$ cat config.mk
export PLATFORM = sky130hd
export DESIGN_NAME = mem_bus_arbiter
export DESIGN_NICKNAME = d
export VERILOG_FILES = /design/src/rtl/mem_arb_pkg.sv /design/src/rtl/mem_bus_arbiter.sv
export SDC_FILE = /design/constraint.sdc
export NUM_CORES = 1
export LEC_CHECK = 0
export BUFFER_PORTS_ARGS = -buffer_cell sky130_fd_sc_hd__clkbuf_2
export CORE_UTILIZATION = 43
export CTS_BUF_LIST = sky130_fd_sc_hd__clkbuf_16
export DETAILED_ROUTE_END_ITERATION = 8
export PLACE_DENSITY = 0.83
export SETUP_SLACK_MARGIN = 0.4
export SKIP_CTS_REPAIR_TIMING = 1
export SYNTH_ARGS = -nofsm -noshare
export SYNTH_HDL_FRONTEND = slang
export SYNTH_SLANG_ARGS = --single-unit
$ cat constraint.sdc
create_clock -name clk -period 2.1 [get_ports clk]
set_clock_uncertainty 0.15 [all_clocks]
set_input_delay 0 -clock clk [delete_from_list [all_inputs] [get_ports clk]]
set_output_delay 0 -clock clk [all_outputs]
set_load 0.02 [all_outputs]
$ cat src/rtl/mem_arb_pkg.sv
// Shared types and defaults for the CPU/DMA memory bus arbiter.
package mem_arb_pkg;

  typedef enum logic [0:0] {S_CPU, S_DMA} arb_state_t;

  localparam int unsigned MAX_BURST_DEF = 8;
  localparam int unsigned CPU_SLOT_DEF  = 2;
  localparam int unsigned ARB_CNT_W     = 8;

endpackage

$ cat src/rtl/mem_bus_arbiter.sv
// Cycle-by-cycle arbiter between the 65C02 and one DMA requester on the shared bus.
// DMA bursts are bounded, and the CPU read byte is held while RDY is low.
module mem_bus_arbiter
  import mem_arb_pkg::*;
#(
  parameter int unsigned MAX_BURST = MAX_BURST_DEF,
  parameter int unsigned CPU_SLOT  = CPU_SLOT_DEF
) (
  input  logic        clk,
  input  logic        resb,
  input  logic [15:0] cpu_addr,
  input  logic        cpu_we,
  input  logic [7:0]  cpu_wdata,
  output logic [7:0]  cpu_rdata,
  output logic        rdy,
  input  logic        dma_req,
  input  logic [15:0] dma_addr,
  input  logic        dma_we,
  input  logic [7:0]  dma_wdata,
  output logic        dma_gnt,
  output logic [7:0]  dma_rdata,
  output logic        dma_rvalid,
  output logic [15:0] mem_addr,
  output logic        mem_we,
  output logic [7:0]  mem_wdata,
  input  logic [7:0]  mem_rdata
);

  localparam logic [ARB_CNT_W-1:0] BurstLast = ARB_CNT_W'(MAX_BURST - 1);
  localparam logic [ARB_CNT_W-1:0] SlotLoad  = ARB_CNT_W'(CPU_SLOT - 1);

  arb_state_t           state_q, state_d;
  logic [ARB_CNT_W-1:0] burst_cnt_q, burst_cnt_d;
  logic [ARB_CNT_W-1:0] slot_cnt_q, slot_cnt_d;
  logic                 prev_cpu_q;
  logic [7:0]           hold_q;
  logic                 rvalid_q;

  always_ff @(posedge clk) begin
    if (!resb) begin
      state_q     <= S_CPU;
      burst_cnt_q <= '0;
      slot_cnt_q  <= '0;
      prev_cpu_q  <= 1'b0;
      hold_q      <= 8'h00;
      rvalid_q    <= 1'b0;
    end else begin
      state_q     <= state_d;
      burst_cnt_q <= burst_cnt_d;
      slot_cnt_q  <= slot_cnt_d;
      prev_cpu_q  <= rdy;
      rvalid_q    <= dma_gnt && !dma_we;
      // Capture only the byte from a real CPU cycle so it survives the stall.
      if (prev_cpu_q) hold_q <= mem_rdata;
    end
  end

  always_comb begin
    state_d     = state_q;
    burst_cnt_d = burst_cnt_q;
    slot_cnt_d  = slot_cnt_q;
    unique case (state_q)
      S_CPU: begin
        if (slot_cnt_q != '0) begin
          slot_cnt_d = slot_cnt_q - 1'b1;
        end else if (dma_req) begin
          state_d     = S_DMA;
          burst_cnt_d = '0;
        end
      end
      S_DMA: begin
        if (dma_gnt && (burst_cnt_q == BurstLast)) begin
          state_d     = S_CPU;
          slot_cnt_d  = SlotLoad;
          burst_cnt_d = '0;
        end else if (dma_gnt) begin
          burst_cnt_d = burst_cnt_q + 1'b1;
        end else begin
          state_d     = S_CPU;
          slot_cnt_d  = '0;
          burst_cnt_d = '0;
        end
      end
    endcase
  end

  always_comb begin
    rdy       = (state_q == S_CPU);
    dma_gnt   = (state_q == S_DMA) && dma_req;
    mem_addr  = cpu_addr;
    mem_we    = cpu_we;
    mem_wdata = cpu_wdata;
    if (dma_gnt) begin
      mem_addr  = dma_addr;
      mem_we    = dma_we;
      mem_wdata = dma_wdata;
    end else if (state_q == S_DMA) begin
      mem_we = 1'b0;
    end
    cpu_rdata  = prev_cpu_q ? mem_rdata : hold_q;
    dma_rdata  = mem_rdata;
    dma_rvalid = rvalid_q;
  end

endmodule
# [Word-level counts from Yosys, hierarchy flattened]
# Index checks and enable logic that the tools add are counted.
# Widths: inputs -> output; s select.
[word_totals] register_bits=27 in_bits=61 output_inout_bits=44
[classes] n_addsub=2 eq_ne=5 n_mux=19 n_bitwise=1 reduce_logical=7
[ops] cell="$mux 8" n=9
[ops] cell="$pmux 8 s2" n=2
[ops] cell="$mux 16" n=1
[ops] cell="$add 8x1->8 const B" n=1
[ops] cell="$eq 8x3->1 const B" n=1
[ops] cell="$reduce_bool 8->1" n=1
[ops] cell="$sub 8x1->8 const B" n=1
[ops] cell="$mux 1" n=6
[ops] cell="$ne 2x1->1 const B" n=2
[ops] cell="$reduce_and 2->1" n=2
[ops] cell="$logic_and 1x1->1" n=3
[ops] cell="$ne 3x2->1 const B" n=1
[ops] cell="$ne 2x2->1 const B" n=1
[ops] cell="$pmux 1 s2" n=1
[ops] cell="$logic_not 1->1" n=1
[ops] cell="$not 1->1" n=1

# [Longest topological paths before layout]
[logic_depth] depth_word=4 mapped_depth=7 ltp_nobuf=6

# [Least setup slack after synthesis]
# No wires, ideal clock.
[synth_path] kind="reg2reg" from="register slot_cnt_q[0]" to="register slot_cnt_q[3]" t_arrival_ns=1.634 slack_ns=0.246 path_stages_with_launch=8 n_path_buf=1 period_less_slack_ns=1.854 path_cell_list="dfxtp_1 inv_1 ha_1 or4b_1 clkbuf_1 nor2_2 or4_1 a21oi_1"
[synth_via] elab_chain_cells=3 word_cells_on_any_way=6 cone_classes="add/sub: 1; eq/ne: 1; mux: 2; reduce/logical: 2"
[synth_lines] element="start, declared" line_no="mem_bus_arbiter.sv:34" source="logic [ARB_CNT_W-1:0] slot_cnt_q, slot_cnt_d;"
[synth_lines] element="start signal, assigned" line_no="mem_bus_arbiter.sv:50" source="slot_cnt_q <= slot_cnt_d;"
[synth_lines] element="$sub 8x1->8 / $reduce_bool 8->1 (equally long branches)" line_no="mem_bus_arbiter.sv:65, mem_bus_arbiter.sv:64"
[synth_lines] element="$mux 8 / $ne 2x1->1 (equally long branches)"
[synth_lines] element="$pmux 8 s2 / $reduce_and 2->1 (equally long branches)"
# Several ways; a longest one is shown, not always the timed one. The select of a mux whose other input is x is not followed.
# A chain may end at the register's enable or synchronous reset.

# [Worst setup path after layout]
[layout_path] from="register burst_cnt_q[1]" to="register slot_cnt_q[4]"
[layout_via] elab_chain_cells=4 word_cells_on_any_way=6 cone_classes="eq/ne: 2; mux: 2; reduce/logical: 2"
[layout_lines] element="start, declared" line_no="mem_bus_arbiter.sv:33" source="logic [ARB_CNT_W-1:0] burst_cnt_q, burst_cnt_d;"
[layout_lines] element="start signal, assigned" line_no="mem_bus_arbiter.sv:49" source="burst_cnt_q <= burst_cnt_d;"
[layout_lines] element="$eq 8x3->1 *" line_no="mem_bus_arbiter.sv:72" source="if (dma_gnt && (burst_cnt_q == BurstLast)) begin"
[layout_lines] element="$logic_and 1x1->1 *" line_no="mem_bus_arbiter.sv:72"
[layout_lines] element="$mux 8 / $ne 3x2->1 (equally long branches)"
[layout_lines] element="$pmux 8 s2 / $reduce_and 2->1 (equally long branches)"
# Every way passes the cells marked *; elsewhere a longest branch is shown, timed or not.

==> results by group <==
Worst hold path
  – HP Class: input pin to flop

Setup path
  – CP top delay family: simple AND/OR/NAND/NOR gates
  – Buf/Inv on CP: 0
  – CP cell instances: ha_4 > and4bb_4 > a211o_4 > or4_4 > nand2_1
  – Register-to-Register Setup Slack: 0.22 ns
  – Arrival time worst endpoint: 1.93 ns
  – CP startpoint kind: flop
  – Crit path kind: flop to flop
  – Worst-path maximum fanout: 6
  – Crit. End Element: flop
  – CP max stage cell: or4_4
  – Crit-path max cell delay: ~0.49 ns
  – CP required: about 2.2 ns

Detailed routing
  – Routed vias: about 1800
  – Routed len/inst: 13.8 microns
  – Pre-antenna DRT Iters: 4
  – Remaining DRCs: 0
  – Vias per cell: about 5.4
  – Post-route ant nets: 0
  – Routed WL: roughly 4.7 mm
  – DR iter-0 viols: 71

Floorplanning
  – Die Height: roughly 64 microns
  – Die Footprint: just over 4000 sq um
  – Row Count: 22
  – Die width: ~64 microns
  – I/O pin total: about 110
  – Core area: around 3700 sq um
  – Initial Util: 0.454

Yosys
  – Leading area contributor after synthesis: dfxtp_1
  – Most numerous cell in the Yosys netlist: dfxtp_1
  – Post-synth top cells: 27 x dfxtp_1, 23 x mux2_2, 10 x nand2_1
  – Syn_nets: 244
  – EDFF count, synth: 0
  – Synth Flop Type: dfxtp_1
  – Synthesized area: around 1700 sq um
  – Top cells by area, synth: dfxtp_1 32%, mux2_2 15%, mux2_1 6.0%, buf_4 3.6%, and2_1 3.4%
  – Synth warn: 0
  – Sequential area share after synthesis: 0.323
  – Post-synth ARST share: 0
  – Post-synth cell types: 48
  – Post-synth top area share: 0.323
  – #FFs+latches synth: 27
  – Post-Syn Instances: 179
  – Syn avg cell area: 9.36 sq um

Placed design
  – PortBufs: 104
  – Placed cell count: 318
  – Global placement routability congestion: 0.877
  – Dpl hpwl: about 3.1 mm

Final layout
  – Share of post-route cells with drive strength above 1: 0.570
  – Final Non-Filler Cells: around 340
  – Antenna Cells: 0
  – Area Overhead vs Synth: 52.7%
  – # nets final: 359

Timing
  – Worst Max-Slew Pin Slew: 0.558 ns
  – Minimum clock period: roughly 1.9 ns
  – Max_slew headroom: 0.623
  – Hold Fails Final Rpt: 0
  – Setup violations, final: 0
  – Fin Setup TNS: 0 ns
  – RSZ-0062 raised after global routing: true
  – Max Slew Vio Count: 0
  – Final cycle utilization of the critical path: 0.893
  – Max Clk Rate: about 0.53 GHz

Power and ir drop
  – Maximum VDD drop: 0.000471 V
  – Power Density: approximately 900 nW/um^2
  – P_leak: 1.20 nW

Global route
  – First-pass GRT wire length: a little over 6 mm
  – Remaining Overflow, GRT: 0
  – Gr usage total: 0.188
  – Vias in the first global route: 1478
  – Largest net degree at the start of global routing: 28
  – Antenna violations before repair: 0

Run
  – Max Cap Viol: 0

Clock network
  – CTS sink cnt: 27
  – Inserted Clock Buffers: 3
  – Worst-path clk slew: 0.07 ns
  – Worst skew pair latency: ~0.26 ns
  – CTS tree: yes
  – H-tree depth: 1
  – Clk buf depth: 2
  – CTS root buf: clkbuf_16

Status
  – Status: finished, final reports clean
tightest hold or removal path: cells and delay by family:
family	cells	cell delay, ns
and+or+nand+nor	1	0.13
buffers and inverters	2	0.29
routing by layer:
metal,GRT usage,wire length [microns],up-vias
met5,0,0,-
met4,0.0639,77,0
met3,0.0229,298,11
met2,0.353,2510,89
met1,0.216,1830,837
li1,-,-,892
power breakdown:
group | total, mW | switching [mW] | internal (mW) | leakage (nW)
Combinational | 1.20 | 0.639 | 0.563 | 0.933
Clock | 0.435 | 0.175 | 0.260 | 0.0414
Sequential | 0.702 | 0.102 | 0.599 | 0.224
through the flow:
step	instance area [sq um]	utilization	hold WS, ns	setup WS [ns]	power (mW)
after global routing	2560	0.694	0.0659	0.185	2.47
after detailed placement	2220	0.602	0.0421	0.247	1.68
after global placement	2220	0.602	0.0378	0.261	1.65
after CTS	2300	0.624	-0.232	0.208	2.12
final	2560	0.694	0.0422	0.224	2.34
after floorplan	1730	-	-0.0707	0.328	1.44
sequential cells by signal (all words and copies together), names as in the netlist:
| name | count |
|---|---|
| dma_rvalid | 1 |
| state_q | 1 |
| burst_cnt_q | 8 |
| slot_cnt_q | 8 |
| prev_cpu_q | 1 |
| hold_q | 8 |
cell type report:
| cell class | count | area, sq um |
|---|---|---|
| Tap cell | 48 | 60.1 |
| Multi-Input combinational cell | 128 | 1110 |
| Clock inverter | 1 | 6.26 |
| Sequential cell | 27 | 556 |
| Clock buffer | 3 | 75.1 |
| Fill cell | 267 | 1130 |
| Timing Repair Buffer | 125 | 721 |
| Inverter | 9 | 33.8 |
layout by cell type, fill, tap and decap left out, types with 2 or more instances in the layout:
cell           instances
clkbuf_2             104
mux2_2                23
dfxtp_1               21
dlygate4sd3_1         12
nand2_1                9
mux2_1                 9
and2_1                 9
buf_4                  8
inv_1                  7
nor2_1                 7
a21oi_1                7
o211ai_1               6
a31oi_1                4
or4_1                  3
o21ai_1                3
or3_1                  3
dfxtp_4                3
clkbuf_16              3
dfxtp_2                3
inv_2                  2
nor3_1                 2
a41oi_1                2
nand3_1                2
or4_4                  2
o21ai_0                2
ha_4                   2
ha_1                   2
worst paths after layout:
check	endpoint	start	cells after the start
worst max-delay path	slot_cnt_q[4]$_SDFFE_PN0P_	burst_cnt_q[1]$_SDFFE_PN0P_	5
worst min-delay path	burst_cnt_q[1]$_SDFFE_PN0P_	resb	3
worst max register to register	slot_cnt_q[4]$_SDFFE_PN0P_	burst_cnt_q[1]$_SDFFE_PN0P_	5
worst min register to register	burst_cnt_q[7]$_SDFFE_PN0P_	burst_cnt_q[7]$_SDFFE_PN0P_	1
cells by family (layout without fill, tap and decap cells):
family          Yosys count  in the layout  share of synthesized area
fa+ha+maj                 4              4                     0.0299
compound gates           38             38                      0.159
flops                    27             27                      0.323
buf+inv                  24            138                     0.0754
simple gates             53             53                      0.192
mux                      33             33                      0.221
(Power assumes the default switching activity.)
